===== src/rtl/multicycle_controller.sv =====
// Multi-cycle MIPS-subset control FSM: sequences fetch/decode/execute/memory/write-back,
// waits on a memory-ready handshake, and tracks halt, fault and retired instructions.
module multicycle_controller #(
  parameter int ALU_OP_W    = 3,
  parameter int MEM_TIMEOUT = 15,
  parameter int CNT_W       = 32
) (
  input  logic                clk,
  input  logic                rst,
  input  logic [31:0]         instruction,
  input  logic                mem_ready,
  input  logic                alu_zero,
  output logic                ir_write,
  output logic                pc_write,
  output logic                pc_write_cond,
  output logic [1:0]          pc_src,
  output logic                i_or_d,
  output logic                mem_read,
  output logic                mem_write,
  output logic                reg_write,
  output logic                reg_dst,
  output logic                mem_reg,
  output logic                alu_src_a,
  output logic [1:0]          alu_src_b,
  output logic [ALU_OP_W-1:0] alu_op,
  output logic                halted,
  output logic                fault,
  output logic [CNT_W-1:0]    retired,
  output logic [3:0]          state
);

  typedef enum logic [3:0] {
    ST_FETCH   = 4'd0,
    ST_DECODE  = 4'd1,
    ST_MEMADDR = 4'd2,
    ST_MEMRD   = 4'd3,
    ST_MEMWB   = 4'd4,
    ST_MEMWR   = 4'd5,
    ST_EXEC    = 4'd6,
    ST_RWB     = 4'd7,
    ST_BRANCH  = 4'd8,
    ST_JUMP    = 4'd9,
    ST_IEXEC   = 4'd10,
    ST_IWB     = 4'd11,
    ST_HALT    = 4'd12,
    ST_FAULT   = 4'd13
  } state_t;

  localparam int WAIT_W = (MEM_TIMEOUT < 2) ? 1 : $clog2(MEM_TIMEOUT);
  localparam logic [WAIT_W-1:0] WAIT_LAST = WAIT_W'((MEM_TIMEOUT > 0) ? MEM_TIMEOUT - 1 : 0);

  state_t            state_q, state_nx;
  logic [WAIT_W-1:0] wait_cnt;
  logic [2:0]        op3;
  logic              retire;
  logic              timed_out;
  logic [5:0]        opcode, funct;
  logic              unused_ok;

  assign opcode    = instruction[31:26];
  assign funct     = instruction[5:0];
  assign unused_ok = ^{instruction[25:6], alu_zero};
  assign state     = state_q;
  assign alu_op    = ALU_OP_W'(op3);

  // The cycle whose increment would reach the limit is the last one allowed.
  assign timed_out = (MEM_TIMEOUT > 0) && !mem_ready && (wait_cnt == WAIT_LAST);

  always_comb begin
    state_nx      = state_q;
    retire        = 1'b0;
    ir_write      = 1'b0;
    pc_write      = 1'b0;
    pc_write_cond = 1'b0;
    pc_src        = 2'd0;
    i_or_d        = 1'b0;
    mem_read      = 1'b0;
    mem_write     = 1'b0;
    reg_write     = 1'b0;
    reg_dst       = 1'b0;
    mem_reg       = 1'b0;
    alu_src_a     = 1'b0;
    alu_src_b     = 2'd0;
    op3           = 3'd0;
    case (state_q)
      ST_FETCH: begin
        mem_read  = 1'b1;
        alu_src_b = 2'd1;
        if (mem_ready) begin
          ir_write = 1'b1;
          pc_write = 1'b1;
          state_nx = ST_DECODE;
        end else if (timed_out) begin
          state_nx = ST_FAULT;
        end
      end
      ST_DECODE: begin
        alu_src_b = 2'd3;
        case (opcode)
          6'h00:        state_nx = ST_EXEC;
          6'h23, 6'h2b: state_nx = ST_MEMADDR;
          6'h04:        state_nx = ST_BRANCH;
          6'h08:        state_nx = ST_IEXEC;
          6'h02:        state_nx = ST_JUMP;
          6'h3f: begin
            state_nx = ST_HALT;
            retire   = 1'b1;
          end
          default:      state_nx = ST_FAULT;
        endcase
      end
      ST_EXEC: begin
        alu_src_a = 1'b1;
        state_nx  = ST_RWB;
        case (funct)
          6'h20:   op3 = 3'd0;
          6'h22:   op3 = 3'd6;
          6'h24:   op3 = 3'd1;
          6'h25:   op3 = 3'd2;
          6'h2a:   op3 = 3'd4;
          default: state_nx = ST_FAULT;
        endcase
      end
      ST_RWB: begin
        reg_write = 1'b1;
        reg_dst   = 1'b1;
        retire    = 1'b1;
        state_nx  = ST_FETCH;
      end
      ST_MEMADDR: begin
        alu_src_a = 1'b1;
        alu_src_b = 2'd2;
        state_nx  = (opcode == 6'h2b) ? ST_MEMWR : ST_MEMRD;
      end
      ST_MEMRD: begin
        mem_read = 1'b1;
        i_or_d   = 1'b1;
        if (mem_ready)      state_nx = ST_MEMWB;
        else if (timed_out) state_nx = ST_FAULT;
      end
      ST_MEMWB: begin
        reg_write = 1'b1;
        mem_reg   = 1'b1;
        retire    = 1'b1;
        state_nx  = ST_FETCH;
      end
      ST_MEMWR: begin
        mem_write = 1'b1;
        i_or_d    = 1'b1;
        if (mem_ready) begin
          retire   = 1'b1;
          state_nx = ST_FETCH;
        end else if (timed_out) begin
          state_nx = ST_FAULT;
        end
      end
      ST_BRANCH: begin
        alu_src_a     = 1'b1;
        op3           = 3'd6;
        pc_write_cond = 1'b1;
        pc_src        = 2'd1;
        retire        = 1'b1;
        state_nx      = ST_FETCH;
      end
      ST_JUMP: begin
        pc_write = 1'b1;
        pc_src   = 2'd2;
        retire   = 1'b1;
        state_nx = ST_FETCH;
      end
      ST_IEXEC: begin
        alu_src_a = 1'b1;
        alu_src_b = 2'd2;
        state_nx  = ST_IWB;
      end
      ST_IWB: begin
        reg_write = 1'b1;
        retire    = 1'b1;
        state_nx  = ST_FETCH;
      end
      ST_HALT, ST_FAULT: state_nx = state_q;
      default:           state_nx = ST_FAULT;
    endcase
  end

  always_ff @(posedge clk or posedge rst) begin
    if (rst) begin
      state_q  <= ST_FETCH;
      wait_cnt <= '0;
      retired  <= '0;
      halted   <= 1'b0;
      fault    <= 1'b0;
    end else begin
      state_q <= state_nx;
      if (state_nx != state_q)
        wait_cnt <= '0;
      else if (!mem_ready)
        wait_cnt <= wait_cnt + 1'b1;
      if (retire)
        retired <= retired + 1'b1;
      halted <= halted | (state_nx == ST_HALT);
      fault  <= fault  | (state_nx == ST_FAULT);
    end
  end

endmodule

===== config.mk =====
export PLATFORM = sky130hd
export DESIGN_NAME = multicycle_controller
export DESIGN_NICKNAME = d
export VERILOG_FILES = /design/src/rtl/multicycle_controller.sv
export SDC_FILE = /design/constraint.sdc
export NUM_CORES = 1
export LEC_CHECK = 0
export BUFFER_PORTS_ARGS = -buffer_cell sky130_fd_sc_hd__clkbuf_2
export CAP_MARGIN = 20
export CELL_PAD_IN_SITES_DETAIL_PLACEMENT = 1
export CELL_PAD_IN_SITES_GLOBAL_PLACEMENT = 1
export CORE_ASPECT_RATIO = 1.5
export CORE_UTILIZATION = 40
export CTS_BUF_LIST = sky130_fd_sc_hd__clkbuf_8
export CTS_CLUSTER_DIAMETER = 200
export CTS_CLUSTER_SIZE = 25
export DETAILED_ROUTE_END_ITERATION = 8
export GPL_ROUTABILITY_DRIVEN = 0
export GPL_TIMING_DRIVEN = 0
export PLACE_DENSITY_LB_ADDON = 0.25
export SLEW_MARGIN = 25
export SYNTH_ARGS = -nofsm -noshare
export SYNTH_HDL_FRONTEND = slang
export SYNTH_SLANG_ARGS = --single-unit

===== constraint.sdc =====
create_clock -name clk -period 7.07 [get_ports clk]
set_clock_uncertainty 0.15 [all_clocks]
set_input_delay 0.3535 -clock clk [delete_from_list [all_inputs] [get_ports clk]]
set_output_delay 0.3535 -clock clk [all_outputs]
set_load 0.02 [all_outputs]

Word level (Yosys, flattened, before mapping)
Cells that the tools add are included.
{"block": "classes", "n_eq_ne": 29, "n_lt_le_gt_ge": 0, "n_bitwise": 2, "muxes": 27, "div_mod_pow": 0, "add_sub_neg": 2, "reduce_logical": 13, "multipliers": 0, "shifts": 0}
{"cell": "$eq 6x6->1 const B", "n": 8}
{"cell": "$eq 4x4->1 const B", "n": 9}
{"cell": "$pmux 4 s9", "n": 1}
{"cell": "$add 32x1->32 const B", "n": 1}
{"cell": "$mux 4", "n": 7}
{"cell": "$pmux 4 s6", "n": 1}
{"cell": "$eq 4x3->1 const B", "n": 4}
{"cell": "$pmux 3 s4", "n": 1}
{"cell": "$mux 1", "n": 11}
{"cell": "$reduce_or 2->1", "n": 5}
{"cell": "$reduce_or 5->1", "n": 2}
{"cell": "$eq 4x2->1 const B", "n": 2}
{"cell": "$eq 6x2->1 const B", "n": 1}
{"cell": "$eq 6x3->1 const B", "n": 1}
{"cell": "$eq 6x4->1 const B", "n": 1}
{"cell": "$logic_not 6->1", "n": 1}
{"cell": "$pmux 2 s3", "n": 1}
{"cell": "$pmux 3 s2", "n": 1}
{"cell": "$add 4x1->4 const B", "n": 1}
{"cell": "$eq 4x1->1 const B", "n": 1}
{"cell": "$logic_not 4->1", "n": 1}
{"cell": "$ne 4x4->1", "n": 1}
{"cell": "$pmux 2 s2", "n": 1}
{"cell": "$reduce_or 4->1", "n": 1}
{"cell": "other kinds (8)", "n": 9}
{"block": "totals", "reg_bits": 42, "ramBits": 0, "latchBits": 0, "romBits": 0, "wordCells": 78, "output_inout_bits": 55, "in_bits": 36, "n_memories": 0}

Logic depth before layout (Yosys ltp)
Gate-level depths: netlist (run 1).
{"block": "logic_depth", "word_depth": 7, "depth_mapped": 8, "mapped_depth_nobuf": 8}

Least setup slack after synthesis (run 1)
No wires, ideal clock.
{"block": "synth_timing", "kind": "flip-flop to flip-flop", "from": "register state_q[2] (netlist: state[2])", "to": "register retired[25]", "slack_ns": 4.680, "arrival_ns": 2.161, "t_required_ns": 6.840, "path_stages_with_launch": 7, "path_buffers": 0, "cell_sequence": "dfrtp_1 -> or4b_4 -> nor3_2 -> a31oi_1 -> or4_4 -> nor3_2 -> xor2_1"}
{"block": "synth_via", "elab_chain_cells": 3}
{"element": "start, declared", "line_no": "52", "text": "state_t state_q, state_nx;"}
{"element": "start signal, assigned", "line_no": "194", "text": "state_q <= state_nx;"}
{"element": "$eq 4x4->1 / $eq 4x3->1 (equally long branches)", "line_no": "85", "text": "case (state_q)"}
{"element": "$reduce_or 5->1 (no line)"}
{"element": "$pmux 1 s3 *", "line_no": "85"}
{"element": "end signal, assigned", "line_no": "200", "text": "retired <= retired + 1'b1;"}
{"element": "end, declared", "line_no": "28", "text": "output logic [CNT_W-1:0] retired,"}
Mark *: on every way between the ends. The rest lies on a longest branch, timed or not.
A chain may end at the register's enable or synchronous reset.

Worst setup path after layout (run 1)
{"block": "layout_timing", "from": "register state_q[2] (netlist: state[2])", "to": "register retired[20]"}
The elaborated chain is that of the path after synthesis.

==> results of run 1 <==
## final cells by class
| class | count | area [sq um] |
|---|---|---|
| Fill cell | 738 | 2840 |
| Multi-Input combinational cell | 206 | 1310 |
| Sequential cell | 42 | 1050 |
| Timing Repair Buffer | 71 | 383 |
| Tap cell | 72 | 90.1 |
| Clock buffer | 6 | 82.6 |
| Buffer | 8 | 36.3 |
| Inverter | 7 | 26.3 |
| Clock inverter | 2 | 8.76 |
## power groups by stage
stage / Combinational (mW) / Sequential, mW / Clock [mW]
3_5_place_dp: 0.437 / 0.329 / 0
4_1_cts: 0.440 / 0.324 / 0.162
5_1_grt: 0.478 / 0.331 / 0.169
3_3_place_gp: 0.423 / 0.326 / 0
2_1_floorplan: 0.268 / 0.352 / 0
6_report: 0.438 / 0.326 / 0.156
## cells by family (layout without fill, tap and decap cells)
kind of cell	Yosys count	in the layout	synth area share, %
compound gates	34	34	9.54
xor+xnor	37	37	13.4
fa+ha+maj	3	3	1.55
buf+inv	15	94	2.58
flops	42	42	43.3
mux	3	3	1.34
simple gates	129	129	28.3
## routing by layer
metal  vias to the layer above  global-route usage, %  part of all wire, %
met1                      1101                   25.6                   40
li1                       1080                      -                    -
met5                         -                      0                    0
met2                        55                   40.6                   55
met3                         8                   3.05                  3.3
met4                         0                   5.69                  1.5
## Yosys cell counts, drive strengths merged (2+ instances only)
| library cell | instances |
|---|---|
| or4 | 2 |
| nor4 | 5 |
| nor2 | 26 |
| nor2b | 3 |
| nor3 | 20 |
| or3 | 3 |
| dfrtp | 42 |
| a211o | 2 |
| or2 | 5 |
| nand4 | 6 |
| nand2b | 7 |
| a2111oi | 3 |
| nand2 | 23 |
| clkbuf | 5 |
| a21o | 2 |
| nand3b | 2 |
| a31oi | 2 |
| buf | 3 |
| xor2 | 17 |
| xnor2 | 20 |
| o22ai | 2 |
| o21bai | 3 |
| and3 | 7 |
| ha | 3 |
| mux2 | 2 |
| o21ai | 3 |
| a21oi | 10 |
| nand3 | 14 |
| a31o | 2 |
| inv | 7 |
## cell usage in the layout, fill, tap and decap left out, drive strengths merged, types with 6 or more instances in the layout
cell type | Yosys | final
a21oi | 10 | 10
nand2b | 7 | 7
nor2 | 26 | 26
inv | 7 | 8
clkbuf | 5 | 80
xnor2 | 20 | 20
nor3 | 20 | 20
and3 | 7 | 7
nand4 | 6 | 6
nand2 | 23 | 23
nand3 | 14 | 14
dfrtp | 42 | 42
xor2 | 17 | 17
## metrics by stage
| step | hold WS (ns) | setup slack, ns |
|---|---|---|
| 2_1_floorplan | 0.409 | 4.68 |
| 3_3_place_gp | 0.305 | 4.44 |
| 3_5_place_dp | 0.241 | 4.35 |
| 4_1_cts | 0.325 | 4.33 |
| 5_1_grt | 0.335 | 4.15 |
| 6_report | 0.322 | 4.30 |
## how the worst min path moves through the flow
stage                        endpoint  cells past startpoint   startpoint  slack [ns]
final                           fault                      1        fault        0.32
after global routing            fault                      1        fault        0.33
after CTS                       fault                      1        fault        0.33
after detailed placement  wait_cnt[3]                      2          rst        0.24
after global placement          fault                      1        fault        0.30
after floorplan           wait_cnt[2]                      2  wait_cnt[2]        0.41
## repair_timing
action	4_1_cts	5_1_grt
setup endpoints to repair	0	0
hold buffers	1	0
hold endpoints to repair	20	0
## registers in the layout, indices dropped and copies added (netlist names)
name	flops
fault	1
halted	1
retired	32
state	4
wait_cnt	4
==> impl_metrics.json, run 1 <==
{
  "grt_pass1_wl_mm": 11.0,
  "min_period_ns": 2.77,
  "worst_slew_pin_slew_ns": 0.570,
  "slew_headroom_pct": 61.7,
  "syn_inst": 263,
  "insertedDiodeCount": 0,
  "crit_type": "reg2reg",
  "path_depth": 7,
  "ctsResizeCount": 0,
  "drc": 0,
  "ys_ff_latch": 42,
  "power_switching_mw": 0.416,
  "crit_arrival_ns": 2.79,
  "fp-row-count": 34,
  "switching_share_pct": 45.2,
  "setup_viol": 0,
  "grt.total_usage_pct": 22.0,
  "p_per_area_nw_per_um2": 308,
  "first_global_vias": 2273,
  "synth_async_sr_flop_share_pct": 100,
  "syn_nets": 302,
  "dr_total_vias": 2244,
  "path_clk_slew_ns": 0.08,
  "ys_warn_count": 0,
  "core_area_sq_um": 5830,
  "synth_ff_type": "dfrtp_1",
  "place_inst": 405,
  "rr_worst_depth": 7,
  "fin_setup_tns_ns": 0,
  "r2r_setup_slack_ns": 4.30,
  "reg2reg_to": "retired[20]",
  "drive_gt1_share_pct": 28.4,
  "htreeDepth": 2,
  "grt_max_degree": 23,
  "startpoint": "state[2]",
  "comb_power_share_pct": 47.6,
  "area_delta_synth_final_pct": 23.3,
  "drt_iter0_drc": 63,
  "crit_family": "simple AND/OR/NAND/NOR gates",
  "antenna_found_initial": 0,
  "power.internal_mw": 0.504,
  "p_leak_nw": 1.44,
  "synth_area_per_cell_sq_um": 9.22,
  "cp_max_fo": 10,
  "dpl.hpwl_mm": 4.98,
  "maxCapViolCount": 0,
  "cts_root_buf": "clkbuf_8",
  "grt_overflow": 0,
  "final_util_pct": 51.3,
  "place_area_sq_um": 2890,
  "wirelength_mm": 6.40,
  "end_kind": "flip-flop",
  "die_h_um": 97.4,
  "die_w_um": 65.6,
  "synth-seq-area-share_pct": 43.3,
  "routedWlPerCell_um": 15.5,
  "cts_tree": "yes",
  "dr.pass1.iters": 4,
  "cts_buffers": 5,
  "final_cells": 414,
  "cpPeakStageDelay_ns": 0.61,
  "hold_path_class": "reg2reg",
  "synth_area_leaders": "dfrtp_1, xnor2_1, xor2_1",
  "period_share_pct": 39.1,
  "cp-endpoint": "retired[20]",
  "max-clock-path-buffers": 2,
  "synth_edf_count": 0,
  "finalNetCount": 380,
  "start_util_pct": 41.6,
  "dieArea_sq_um": 6390,
  "portBuffers": 69,
  "synth_cell_types": 45,
  "cts_setup_buffers": 0,
  "ir_worst_vdd_mv": 0.229,
  "crit-reg2reg-launch": "state[2]",
  "final_area_sq_um": 2990,
  "synth_top_cell_by_area": "dfrtp_1",
  "clock-sinks": 42,
  "status": "complete, no violations",
  "clock_latency_ns": 0.29,
  "crit_chain": "or4b_4 > nor3_2 > a31oi_1 > buf_2 > nor4_1 > nand2_1 > xnor2_1",
  "critPathSlowestCell": "or4b_4",
  "synth.cell_area_sq_um": 2430,
  "cp.required_ns": 7.09,
  "routed_via_density": 5.42,
  "slew_violations": 0,
  "sequentialPowerShare_pct": 35.4,
  "hold_viol_final": 0,
  "rsz0062_at_grt": "false",
  "total_power_mw": 0.920,
  "critPathLaunchType": "flip-flop",
  "postRouteAntennaNets": 0,
  "cp.buffers_inverters": 1,
  "max_freq_mhz": 362,
  "pwr-share-clk_pct": 16.9,
  "yosysTopAreaCellShare_pct": 43.3,
  "io_pins": 91
}
(Power assumes the default switching activity.)
==> inputs of run 2 (changes only) <==
Settings changed: ABC_AREA set to 1, CORE_UTILIZATION 40 to 34.
Clock period 7.07 ns to 2.31 ns, I/O delays scaled along.
==> run 2 against run 1 <==
Design area up 19%. Clock power rose to 3.8 times the previous value. Critical path depth grew 2. Worst setup slack worse by 4.1 ns. Non-clock buffer count down 3. Wire length increased by 33%. Utilization down 8.8 points. Die area increased by 42%. Area after synthesis up 22%. Global-route usage down 1.9 points. Via count grew 28%.
==> impl_metrics.json, run 2 <==
{
  "io_pins": 91,
  "drt_iter0_drc": 47,
  "min_period_ns": 2.15,
  "core_area_sq_um": 8410,
  "drive_gt1_share_pct": 24.6,
  "synth_async_sr_flop_share_pct": 100,
  "postRouteAntennaNets": 0,
  "rr_worst_depth": 9,
  "finalNetCount": 525,
  "cts_hold_buffers": 1,
  "worst_slew_pin_slew_ns": 0.530,
  "syn_nets": 447,
  "synth_edf_count": 0,
  "clock_latency_ns": 0.31,
  "min_path_cells": 3,
  "grt_max_degree": 25,
  "crit-reg2reg-launch": "retired[1]",
  "startpoint": "retired[1]",
  "first_global_vias": 2985,
  "slew_headroom_pct": 64.4,
  "die_w_um": 78.1,
  "ir_worst_vdd_mv": 0.609,
  "routed_via_density": 4.85,
  "crit_type": "reg2reg",
  "rsz0062_at_grt": "false",
  "max-clock-path-buffers": 2,
  "setup_ws_ns": 0.159,
  "hold_path.startpoint": "mem_ready",
  "dieArea_sq_um": 9070,
  "netlist_top_cells_count": "nand2_1, inv_1, nor2_1",
  "antenna_found_initial": 0,
  "synth-seq-area-share_pct": 35.6,
  "grt.total_usage_pct": 20.1,
  "p_leak_nw": 1.87,
  "yosysMostFrequentCell": "nand2_1",
  "dr_total_vias": 2879,
  "cts_root_buf": "clkbuf_8",
  "htreeDepth": 2,
  "ys_warn_count": 0,
  "ctsResizeCount": 0,
  "fin_setup_tns_ns": 0,
  "final_util_pct": 42.5,
  "synth_ff_type": "dfrtp_1",
  "fillCellCount": 1149,
  "p_per_area_nw_per_um2": 1040,
  "critPathLaunchType": "flip-flop",
  "final_common_cell": "nand2_1",
  "start_util_pct": 35.1,
  "largest_register_ffs": 32,
  "yosysTopAreaCellShare_pct": 35.6,
  "place_area_sq_um": 3450,
  "place_inst": 585,
  "total_power_mw": 3.72,
  "max_freq_mhz": 465,
  "synth.cell_area_sq_um": 2950,
  "cp.required_ns": 2.36,
  "wirelength_mm": 8.50,
  "routedWlPerCell_um": 14.3,
  "ys_ff_latch": 42,
  "syn_inst": 408,
  "area_delta_synth_final_pct": 20.9,
  "slew_violations": 0,
  "cp_max_fo": 4,
  "whs_ns": 0.0182,
  "drc": 0,
  "cts_setup_buffers": 0,
  "hold_path_class": "in2reg",
  "cts_tree": "yes",
  "die_h_um": 116,
  "end_kind": "flip-flop",
  "synth_area_per_cell_sq_um": 7.24,
  "synth_cell_types": 35,
  "synth_area_leaders": "dfrtp_1, nand2_1, xor2_1",
  "hold_viol_final": 0,
  "maxCapViolCount": 0,
  "grt_overflow": 0,
  "status": "complete, no violations",
  "period_share_pct": 93.1,
  "portBuffers": 69,
  "cts_buffers": 5,
  "insertedDiodeCount": 0,
  "final_cells": 594,
  "synth_top_cell_by_area": "dfrtp_1",
  "final_cell_mix": "nand2_1, clkbuf_2, inv_1",
  "grt_pass1_wl_mm": 14.0,
  "path_clk_slew_ns": 0.08,
  "dpl.hpwl_mm": 6.98,
  "final_area_sq_um": 3570,
  "pre_cts_ws_ns": 0.153,
  "max_flop_register": "retired",
  "setup_viol": 0,
  "clock-sinks": 42,
  "crit_arrival_ns": 2.20,
  "dr.pass1.iters": 4,
  "fp-row-count": 41
}
run 2: final timing paths:
| kind | to | slack (ns) |
|---|---|---|
| max reg2reg | retired[20] | 0.16 |
| max in group asynchronous | state[2] | 1.34 |
| min in group asynchronous | retired[22] | 0.19 |
| max | retired[20] | 0.16 |
| min reg2reg | fault | 0.33 |
| min | wait_cnt[0] | 0.02 |
run 2: power breakdown:
part | internal (mW) | switching (mW) | total (mW)
Clock | 0.318 | 0.274 | 0.592
Sequential | 0.894 | 0.231 | 1.12
Combinational | 0.622 | 1.38 | 2.01
Total | 1.83 | 1.89 | 3.72
run 2: worst max-delay path, stage by stage (launching register included):
cell     delay, ns
dfrtp_1       0.41
ha_1          0.22
nand3_1       0.11
nor3_1        0.27
nand2_1       0.11
nor2_2        0.16
nand2_1       0.13
nor2_1        0.23
nand2_1       0.10
xor2_1        0.15
run 2: final cells by class:
cell class / count / area [sq um] / area share [%]
buffer: 5 / 46.3 / 1.30
multi-input combinational: 300 / 1630 / 45.5
clock inverter: 3 / 40.0 / 1.12
clock buffer: 5 / 68.8 / 1.93
inverter: 61 / 231 / 6.48
tap: 107 / 134 / 3.75
timing repair buffer: 71 / 375 / 10.5
sequential: 42 / 1050 / 29.4
run 2: layer usage:
layer	up-vias	global-route usage, %	share of wire (%)
li1	1429	-	-
met1	1381	19.7	38
met2	57	40.7	57
met3	12	2.73	3.0
met4	0	9.14	2.7
met5	-	0	0
run 2: logic make-up after synthesis:
family                   count (synthesis)  synth area share, %
buffers and inverters                   66                 9.40
adder cells (fa/ha/maj)                  3                 1.27
flip-flops                              42                 35.6
XOR/XNOR                                31                 9.19
AND/OR/NAND/NOR                        252                 40.6
AO/OA/AOI/OAI                           14                 3.98
